==> src/rtl/core_pkg.sv <==
// Shared definitions for the 16-bit core fetch path.
// Widths, PC step and the fetch buffer entry bundle.
package core_pkg;

    localparam int L_WIDTH = 16;
    localparam int PC_STEP = 2;
    localparam logic [L_WIDTH-1:0] RESET_VECTOR = 16'h0000;

    typedef struct packed {
        logic [L_WIDTH-1:0] pc;
        logic [L_WIDTH-1:0] instr;
    } fetch_entry_t;

endpackage

==> src/rtl/fetch_buffer.sv <==
// Synchronous FIFO of fetched {pc, instr} entries.
// Flush wins over push/pop; reset also clears entry storage.
module fetch_buffer
    import core_pkg::*;
#(
    parameter int Depth = 2
) (
    input  logic                     clk,
    input  logic                     rst,
    input  logic                     push,
    input  logic                     pop,
    input  logic                     flush,
    input  fetch_entry_t             din,
    output fetch_entry_t             head,
    output logic [$clog2(Depth):0]   count
);

    localparam int AW = $clog2(Depth);
    localparam int CW = AW + 1;

    fetch_entry_t   mem [Depth];
    logic [AW-1:0]  rd_ptr;
    logic [AW-1:0]  wr_ptr;

    assign head = mem[rd_ptr];

    always_ff @(posedge clk) begin
        if (rst) begin
            rd_ptr <= '0;
            wr_ptr <= '0;
            count  <= '0;
            for (int i = 0; i < Depth; i++) begin
                mem[i] <= '0;
            end
        end else if (flush) begin
            rd_ptr <= '0;
            wr_ptr <= '0;
            count  <= '0;
        end else begin
            if (push) begin
                mem[wr_ptr] <= din;
                wr_ptr      <= wr_ptr + AW'(1);
            end
            if (pop) begin
                rd_ptr <= rd_ptr + AW'(1);
            end
            // Power-of-two depth lets the pointers wrap naturally.
            if (push && !pop) begin
                count <= count + CW'(1);
            end else if (pop && !push) begin
                count <= count - CW'(1);
            end
        end
    end

endmodule

==> src/rtl/instruction_fetch_unit.sv <==
// Fetch initiator: owns the PC, reads combinational instruction memory,
// buffers words for decode and handles redirect/flush.
module instruction_fetch_unit
    import core_pkg::*;
#(
    parameter int             l           = L_WIDTH,
    parameter int             Depth       = 2,
    parameter logic [l-1:0]   ResetVector = RESET_VECTOR
) (
    input  logic          Clk,
    input  logic          Reset,
    input  logic          Enable,
    output logic [l-1:0]  Address,
    input  logic [l-1:0]  Instruction,
    input  logic          Redirect,
    input  logic [l-1:0]  RedirectTarget,
    output logic          Misaligned,
    output logic          InstrValid,
    output logic [l-1:0]  InstrOut,
    output logic [l-1:0]  InstrPC,
    input  logic          InstrReady,
    output logic [l-1:0]  FetchCount
);

    localparam int CW = $clog2(Depth) + 1;

    logic [l-1:0]   pc;
    logic [CW-1:0]  count;
    logic           full;
    logic           push;
    logic           pop;
    fetch_entry_t   wentry;
    fetch_entry_t   head;

    assign Address    = pc;
    assign full       = (count == CW'(Depth));
    assign InstrValid = (count != '0);
    assign InstrOut   = head.instr;
    assign InstrPC    = head.pc;

    // A redirect discards any handshake offered in the same cycle.
    always_comb begin
        pop    = 1'b0;
        push   = 1'b0;
        wentry = '0;
        pop    = InstrValid & InstrReady & ~Redirect;
        push   = Enable & ~Redirect & (~full | pop);
        wentry = '{pc: pc, instr: Instruction};
    end

    always_ff @(posedge Clk) begin
        if (Reset) begin
            pc         <= ResetVector;
            Misaligned <= 1'b0;
            FetchCount <= '0;
        end else begin
            Misaligned <= Redirect & RedirectTarget[0];
            if (Redirect) begin
                pc <= {RedirectTarget[l-1:1], 1'b0};
            end else if (push) begin
                pc <= pc + l'(PC_STEP);
            end
            if (push) begin
                FetchCount <= FetchCount + l'(1);
            end
        end
    end

    fetch_buffer #(
        .Depth (Depth)
    ) u_buf (
        .clk   (Clk),
        .rst   (Reset),
        .push  (push),
        .pop   (pop),
        .flush (Redirect),
        .din   (wentry),
        .head  (head),
        .count (count)
    );

endmodule

==> config.mk <==
export PLATFORM = sky130hd
export DESIGN_NAME = instruction_fetch_unit
export DESIGN_NICKNAME = d
export VERILOG_FILES = /design/src/rtl/core_pkg.sv /design/src/rtl/fetch_buffer.sv /design/src/rtl/instruction_fetch_unit.sv
export SDC_FILE = /design/constraint.sdc
export NUM_CORES = 1
export LEC_CHECK = 0
export BUFFER_PORTS_ARGS = -buffer_cell sky130_fd_sc_hd__buf_2
export CAP_MARGIN = 5
export CORE_MARGIN = 2
export CORE_UTILIZATION = 51
export CTS_BUF_LIST = sky130_fd_sc_hd__clkbuf_4
export DETAILED_ROUTE_END_ITERATION = 7
export PLACE_DENSITY = 0.79
export SETUP_SLACK_MARGIN = 0.02
export SLEW_MARGIN = 0
export SYNTH_ARGS = -nofsm -noshare
export SYNTH_HDL_FRONTEND = slang
export SYNTH_SLANG_ARGS = --single-unit
==> constraint.sdc <==
create_clock -name Clk -period 2.8 [get_ports Clk]
set_input_delay 0.14 -clock Clk [delete_from_list [all_inputs] [get_ports Clk]]
set_output_delay 0.14 -clock Clk [all_outputs]
set_load 0.01 [all_outputs]
Word level (Yosys, flattened, before mapping)
Memories as Yosys holds them, arrays and structs flattened. A register that Yosys moved wholly into a read port is not among the register bits.
Cells that the tools add are included.
{ "word_totals": {"elab_cells": 47, "ramBits": 64, "out_inout_bits": 66, "in_bits": 37, "n_memories": 1, "regBits": 37} }
{ "mem_list": {"columns": ["name", "words", "width", "read_ports", "rd_ports_with_merged_regs", "wr", "line_no", "source"], "rows": [
  ["u_buf.mem", 2, 32, 1, 1, 2, "fetch_buffer.sv:21", "fetch_entry_t mem [Depth];"]
]} }
{ "op_classes": {"n_eq_ne": 1, "bitwise_logic": 8, "n_reduce_logical": 9, "mux": 15, "n_addsub": 6} }
{ "op_table": {"columns": ["operator", "n"], "rows": [
  ["$mux 16", 2],
  ["$mux 32", 1],
  ["$reduce_or 32->1", 1],
  ["$add 16x1->16 const B", 1],
  ["$add 16x2->16 const B", 1],
  ["$mux 1", 10],
  ["$reduce_bool 2->1", 3],
  ["$and 1x1->1", 5],
  ["$mux 2", 2],
  ["$add 1x1->1 const B", 2],
  ["$add 2x1->2 const B", 1],
  ["$eq 2x2->1 const B", 1],
  ["$logic_and 1x1->1", 2],
  ["$logic_not 1->1", 2],
  ["$not 1->1", 2],
  ["$reduce_or 2->1", 1],
  ["$sub 2x1->2 const B", 1],
  ["$or 1x1->1", 1]
]} }

Logic depth before layout (Yosys ltp)
Gate-level depths: netlist (run 1).
{ "logic_depth": {"depth_word": 11, "depth_mapped": 8} }

By module
A second synthesis (run 1) with hierarchy kept.
{ "hier_totals": {"cells_unflattened": 408, "hier_area_um2": 4757.1} }
{ "by_module_without_submodules": {"columns": ["mod", "area_per_inst_um2", "cells_per_inst", "n_inst"], "rows": [
  ["fetch_buffer", 3021.6, 202, 1],
  ["instruction_fetch_unit", 1735.4, 206, 1]
]} }

Worst setup path after synthesis (run 1)
No wires, ideal clock.
{ "synth_path": {"path_kind": "reg2reg", "startpoint": "reg u_buf.count[0]", "endpoint": "mem u_buf.mem[0][0] (netlist name) (enable)", "setup_ps": 426, "synth_period_minus_slack_ps": 2737, "slack_ps": 63, "path_stages_with_launch": 5, "required_ps": 2374, "arrival_ps": 2311, "cell_sequence": "dfxtp_1 -> or3b_4 -> buf_4 -> nand2_2 -> o21bai_1"} }
{ "synth_lines": {"columns": ["element", "line_no", "source"], "rows": [
  ["start, declared", "fetch_buffer.sv:15", "output logic [$clog2(Depth):0] count"],
  ["start signal, assigned", "fetch_buffer.sv:49", "count <= count + CW'(1);"],
  ["start signal, assigned", "fetch_buffer.sv:51", "count <= count - CW'(1);"],
  ["end, declared", "fetch_buffer.sv:21", null]
]} }

Final worst setup path (run 1)
{ "layout_path": {"startpoint": "reg u_buf.count[0]", "endpoint": "reg u_buf.count[1]"} }
{ "layout_via": {"elab_chain_len": 8, "word_cells_on_any_way": 16, "classes_between": "add/sub (2); eq/ne (1); mux (2); bitwise (5); reduce/logical (6)"} }
{ "layout_rtl": {"columns": ["element", "line_no", "source"], "rows": [
  ["$reduce_bool 2->1", "instruction_fetch_unit.sv:37", "assign InstrValid = (count != '0);"],
  ["$and 1x1->1 (2 in series)", "instruction_fetch_unit.sv:46", "pop = InstrValid & InstrReady & ~Redirect;"],
  ["$or 1x1->1 *", "instruction_fetch_unit.sv:47", "push = Enable & ~Redirect & (~full | pop);"],
  ["$and 1x1->1 *", "instruction_fetch_unit.sv:47", null],
  ["named net push", "instruction_fetch_unit.sv:30", "logic push;"],
  ["$logic_not 1->1", "fetch_buffer.sv:50", "end else if (pop && !push) begin"],
  ["$logic_and 1x1->1", "fetch_buffer.sv:50", null],
  ["$reduce_bool 2->1 (no line)", null, null]
]} }
Mark *: on every way through the listed nets, which the timed path passes. The rest lies on a longest branch. The select of a mux whose other input is x is not followed.
A chain may end at the register's enable or synchronous reset.

==> results of run 1 <==
[state kept, by name (all words and copies together) (netlist names), named ones only]
register,flops
Misaligned,1
u_buf.count,2
u_buf.rd_ptr,1
Address,15
u_buf.wr_ptr,1
FetchCount,16
u_buf.mem,62
[area by class of cell]
| type | count | area share |
|---|---|---|
| multi-input cells | 255 | 0.333 |
| clock buffers | 10 | 0.0134 |
| clock inverters | 6 | 0.00762 |
| inverters | 6 | 0.00403 |
| well taps | 108 | 0.0242 |
| flip-flops and latches | 99 | 0.466 |
| repair buffers | 136 | 0.151 |
[synthesized netlist by cell type (all sizes together) (3+ instances only)]
cell,number
and2,63
or3,3
edfxtp,62
inv,5
nor3b,3
nand4,11
buf,8
nor4,4
nand3,10
nand2,14
nor2,27
and4,4
or4,8
xor2,11
o21ai,3
mux2,34
clkbuf,12
a21oi,8
o31ai,6
ha,3
a211oi,6
xnor2,6
dfxtp,37
a311oi,5
[through the flow]
step | hold WS [ps] | instances
final | 34.0 | 620
after global routing | 30.5 | 620
after CTS | 6.96 | 620
after detailed placement | 411 | 574
after global placement | 408 | 574
after floorplan | 298 | 380
[final timing paths]
check / start / end / slack (ps) / cells after the start
min reg2reg: FetchCount[10] / FetchCount[10] / 510 / 2
max: u_buf.count[0] / u_buf.count[1] / 600 / 6
max reg2reg: u_buf.count[0] / u_buf.count[1] / 600 / 6
min: RedirectTarget[15] / Address[15] / 30 / 3
[power by group]
part	total [uW]	switching (uW)	internal, uW
clock	661	469	192
sequential	1660	42.5	1620
combinational	305	158	147
total	2620	669	1960
[worst register-to-register path, cell delays in order (launching register included)]
cell,delay (ps)
dfxtp_1,390
or3b_4,510
nand2_2,220
inv_1,160
ha_1,360
or3_1,370
a21oi_1,140
[routing by layer]
layer	wire, um	up-vias
met1	4070	1602
met4	105	0
met2	4950	103
li1	-	1633
met3	531	8
met5	0	-
[cells by family after synthesis]
| family | Yosys count | share of synthesized area |
|---|---|---|
| xor+xnor | 17 | 0.0327 |
| fa+ha+maj | 3 | 0.00824 |
| compound gates | 39 | 0.0610 |
| buf+inv | 26 | 0.0250 |
| simple gates | 160 | 0.216 |
| mux | 34 | 0.0849 |
| other cells | 1 | 0.000824 |
| flops | 99 | 0.572 |
==> run summary, run 1 <==
The run finished with clean final reports. The shortest clock period the worst path allows after layout came out at 2200 ps. The largest stage delay on the critical path is 510 ps. The clock slew at the register clock pins of the worst setup and hold paths came out at 140 ps.

The worst slew margin relative to its limit is 0.497. Synthesis produced 379 cells. STA classifies the critical path startpoint as a register. Among all flip-flop cells after synthesis, the most frequent one is edfxtp_1. No sink is reached through more buffers than the 2 on the longest clock path. The worst-case clock skew came out at about 13 ps. The share of synthesized area in the top cell type comes to 0.409. The combined flip-flop and latch cell area came out at roughly 2600 um^2. The finished layout cell area is 5590 um^2. The detailed placement HPWL is 6320 um. The sequential fraction of the synthesis area came out at 0.572. A synthesized cell averages between 10 and 15 um^2. The initial cell density of the core is 0.525.

The number of failing hold endpoints at the final stage came out at 0. Along the worst path, the maximum fanout reaches 13. In the layout the commonest cells are buf_2, and2_1, edfxtp_1, dfxtp_1, mux2_2. The leakage power came out at approximately 0.0023 uW. In this run the cell area measured after placement is 5170 um^2. The slew at the pin closest to its max-slew limit is between 700 and 800 ps.

In the finished design, the share of the clock period the worst path needs comes to 0.786. The area of the core region came out at 8680 um^2. The count of buffers from port buffering is 100. Max-cap violations in this run came to 0. Entering global routing, the biggest net connects 43 pins. The count of flip-flops with a built-in enable after synthesis came out at slightly above 60.

The first-pass GRT wire length came out at 15900 um. The buffer and inverter count on the worst path is 1. The number of buffers added for setup after CTS is 0.

The via count of the first global-routing pass is 3358. At the placement stage, the worst setup path has a slack of 643 ps. The total iterations of the first detailed-routing run is 4.

Based on the critical path, the design can be clocked at up to 0.454 GHz. The post-synthesis sequential element count came out at 99. Setup violations remaining at the end of the flow were counted as 0. The floorplan step set the die width to 98.5 um.

The aggregate negative setup slack is 0 ps. The overall power consumption came out at 2620 uW. Among cell families on the critical path, the largest total delay comes from simple AND/OR/NAND/NOR gates. The number of design rule violations left after detail routing is 0.

For this run, global-route usage on met3 was measured as 0.0362. The footprint of the multi-input gates came out at 1860 um^2. The routed via count divided by cell count came out at 5.40. The global-route total usage across every layer came out at 0.202.

The worst-case setup margin in the final layout is 599 ps. After global routing the overflow that remains totals 0. The vertical die dimension is 98.5 um. In the global route stage, met1 resource usage came out at 0.264. The tightest min-delay check is of the input port to register type. The library cell with the largest summed area after synthesis is edfxtp_1. The post-CTS resize count is 0.

The number of vias after detailed routing came out at 3346. Traced cell by cell, the critical path runs through or3b_4, nand2_2, inv_1, ha_1, or3_1, a21oi_1. The slowest stage of the critical path belongs to the cell or3b_4. The met2 usage in global routing is 0.345.

The number of standard-cell rows in the floorplan is 34. The global-route layer with the greatest usage is met2. TritonCTS built the clock tree. From synthesis to final layout, the design area changed by 22.7%. The number of slew-limit violations in the final report is 0. The library cell used most frequently in the layout, excluding fill and tap cells, is buf_2. The final weighted congestion of routability-driven global placement is 0.808. The worst vdd rail ir drop is about 0.21 mV. Once detail routing completed, the nets flagged for antenna violations numbered 0.

The insertion delay of the later-clocked pin in the worst-skew pair is 430 ps. The initial antenna violation count was 0. For this run, asynchronously set or reset flops after synthesis account for 0. By startpoint and endpoint, the worst setup path is classified as register to register.

The synthesized area came out at 4550 um^2. The clock buffer count from CTS is 9. The power per cell area is around 470 nW/um^2.

Setup repair after global routing left no endpoint under its margin. The final core utilization came out at 0.644. The die covers 9700 um^2. The number of distinct standard cells referenced by the synthesized netlist came out at 54. The number of DRC violations after detailed-routing iteration 0 is ~150. STA classifies the critical path endpoint as a register.

The synthesis warning total came out at 0. The fraction of layout cells with a size suffix above 1 is 0.338. The cell sitting at the root of the clock tree is a clkbuf_4. The level count of the clock H-tree is 3. The final layout contains roughly 550 nets. Dividing the detail-routed wire length by the instance count gives 15.6 um. In the post-synthesis netlist, the biggest area contributors are edfxtp_1, dfxtp_1, and2_1, mux2_2, nor2_1. Hold repair after CTS inserted 30 buffers.

The count of pins on the block boundary is 103. The diode insertion count for antenna repair is 0. Wires add up to ~9700 um. The arrival time of data at the critical path endpoint is 2570 ps. At the worst endpoint, the required time is 3170 ps. The number of filler instances in the final layout came out at 701.

The clock sink count is between 90 and 100.
Power figures use the tool's default switching activity.
==> run 2, diff against run 1 <==
Settings changed: CORE_UTILIZATION 51 to 55, PLACE_DENSITY 0.79 to 0.81.
Clock period 2.8 ns to 2.2 ns, I/O delays scaled along.
==> run summary, run 2 (synthesized netlist as in run 1, its figures left out) <==
The register with the most flip-flops in the final layout is u_buf.mem. The initial antenna violation count came to 0 (unchanged). The count of max-cap constraint violations is 0 (unchanged). The worst vdd rail ir drop came to 0.305 mV (+47%). The achievable frequency is 0.493 GHz (+8.5%). The detailed placement HPWL came out at 6160 um (-2.6%). The worst setup path startpoint is u_buf.count[0].

The leakage power is 0.00232 uW (+1.5%). The level count of the clock H-tree came out at 3 (unchanged). The count of buffers from port buffering is 100 (unchanged). The diode insertion count for antenna repair came out at 0 (unchanged). The cell type of the slowest stage on the worst timing path is or3b_4.

The most common cell after layout, fill and taps aside is buf_2. Leaving out fill and tap cells, the most frequent cells in the layout are buf_2, and2_1, edfxtp_1, dfxtp_1, mux2_2. TritonCTS built the clock tree. The sum of overflow across all layers after global routing was 0 (unchanged). The capture point of the critical path is u_buf.count[1]. The aggregate negative setup slack came to 0 ps (unchanged). The number of design rule violations left after detail routing came out at 0 (unchanged). The post-detailed-route count of antenna-violating nets is 0 (unchanged). The number of gates on the worst path with buffers counted was 6 (unchanged).

The slew at the pin closest to its max-slew limit is 908 ps (+153 ps). The fraction of layout cells with a size suffix above 1 was 0.340 (+0.00253). The global-route total usage across every layer was 0.214 (+0.0116).

The clock slew at the register clock pins of the worst setup and hold paths came out at 150 ps (about the same). The average wire length per cell after detail routing came to 15.1 um (-3.1%). The post-place setup slack was 148 ps (-495 ps). The clock buffer count from CTS came out at 9 (unchanged). The reg-to-reg setup timing slack is 170 ps (-430 ps). The flow ran to the end, and the final reports show no timing, DRC or antenna violations. The number of buffers added for setup after CTS is 0 (unchanged).

The worst slew margin relative to its limit came out at 0.393 (-0.103). The combined flip-flop and latch cell area is 2600 um^2 (unchanged). From synthesis to final layout, the design area changed by 23.9%. The routed via count divided by cell count came out at 5.41 (+0.18%). The count of pins on the block boundary is 103 (unchanged). The total iterations of the first detailed-routing run is 4 (unchanged). The number of buffers between clock root and the deepest sink is 2 (unchanged). The pin count of the biggest net entering global routing came to 32 (-26%).

The arrival time of data at the critical path endpoint came to 2410 ps (-160 ps). The critical path required time came out at 2590 ps (-580 ps). The worst-case setup margin in the final layout is 171 ps (-428 ps).

The number of vias after detailed routing came out at 3363 (+0.51%). In this run the clock root is driven by a clkbuf_4. The flip-flop count of the largest register after layout came out at 62 (unchanged).

The insertion delay of the later-clocked pin in the worst-skew pair came out at 450 ps (+20 ps). The area enclosed by the die boundary came to 9020 um^2 (-7.0%). The final weighted congestion of routability-driven global placement came out at 0.852 (+5.4%). Setup repair after global routing left no endpoint under its margin. The final net count is 552 (+0.91%).

The worst setup path is captured at a register. The number of filler instances in the final layout is 593 (-15%). The via count of the first global-routing pass came to 3194 (-4.9%). The portion of the clock cycle consumed by the worst path in the final layout is 0.922 (+0.136). The largest driver fanout on the critical path is 10 (-3). The number of slew-limit violations in the final report is 0 (unchanged). The cell family contributing the most delay on the critical path is simple AND/OR/NAND/NOR gates. By startpoint and endpoint, the worst setup path is classified as register to register.

The worst hold slack came out at 59.6 ps (+25.6 ps). The largest stage delay on the critical path came to 430 ps (-80 ps). The vertical die dimension is 95.0 um (-3.6%). The width of the die came to 95.0 um (-3.6%). The critical path goes through or3b_4, nand2_4, inv_1, ha_1, or3_1, a21oi_1. The number of standard-cell rows in the floorplan came out at 33 (-2.9%). The initial cell density of the core is 0.560 (+0.0351). The class of the worst hold path is input port to register. The final setup violation count is 0 (unchanged). The area of the core region came to 8130 um^2 (-6.3%). The clock sink count is 99 (unchanged).

The depth of the worst register-to-register path came out at 6 (unchanged). The number of failing hold endpoints at the final stage came out at 0 (unchanged). In this run the critical register-to-register path is captured at u_buf.count[1]. The buffer and inverter count on the worst path came out at 1 (unchanged). The worst-case clock skew came to 18.8 ps (+6.07 ps).

The first-pass GRT wire length came out at 15000 um (-6.2%). The reg-to-reg startpoint is u_buf.count[0]. The number of DRC violations after detailed-routing iteration 0 was 150 (-0.66%).

The footprint of the multi-input gates came out at 1870 um^2 (+0.27%). The total wirelength of the detailed-routed design came to 9380 um (-2.8%). The worst setup path is launched from a register. The shortest clock period the worst path allows after layout is 2030 ps (-172 ps). The power per cell area is 606 nW/um^2 (+29%).
-- run 2: how the worst min path moves through the flow --
| stage | startpoint | endpoint | slack, ps | depth (start not counted) |
|---|---|---|---|---|
| 6_report | InstrReady | register | 60 | 4 |
| 2_1_floorplan | RedirectTarget[13] | Address[13] | 270 | 2 |
| 4_1_cts | InstrReady | u_buf.rd_ptr | 50 | 4 |
| 3_5_place_dp | RedirectTarget[0] | Misaligned | 390 | 2 |
| 3_3_place_gp | RedirectTarget[0] | Misaligned | 380 | 2 |
| 5_1_grt | InstrReady | u_buf.rd_ptr | 70 | 4 |
-- run 2: area by class of cell --
cell class                      count  share of cell area
Clock inverter                      6             0.00954
Sequential cell                    99               0.461
Clock buffer                       10              0.0133
Multi-Input combinational cell    255               0.331
Inverter                            6             0.00399
Timing Repair Buffer              141               0.157
Tap cell                          105              0.0233
-- run 2: worst register-to-register path, stage by stage (launching register included) --
cell and delay [ps]:
dfxtp_1 390, or3b_4 430, nand2_4 140, inv_1 140, ha_1 360, or3_1 380
a21oi_1 140
-- run 2: routing by layer --
layer  share of wire  vias up  global-route usage  wire [um]
met5               0        -                   0          0
met4           0.015        0              0.0700        138
met3           0.047       10              0.0399        438
met2            0.50       90               0.363       4710
met1            0.44     1614               0.277       4100
li1                -     1649                   -          -
-- run 2: metrics by stage --
stage,std cells,utilization,instance area (um^2),total power (uW)
after floorplan,380,-,4560,2340
after detailed placement,574,0.638,5190,2500
after CTS,622,0.693,5640,3430
after global routing,622,0.693,5640,3570
final,622,0.693,5640,3420
after global placement,574,0.638,5190,2490
-- run 2: where the power goes --
part	switching, uW	internal (uW)	total (uW)
clock network	647	268	915
registers	55.5	2060	2110
logic	201	192	393
-- run 2: repair_timing --
item / in CTS / in global routing
setup endpoints to repair: 0 / 1
resized for setup: 0 / 1
hold buffers: 32 / 0
endpoints found under the hold margin: 48 / 0
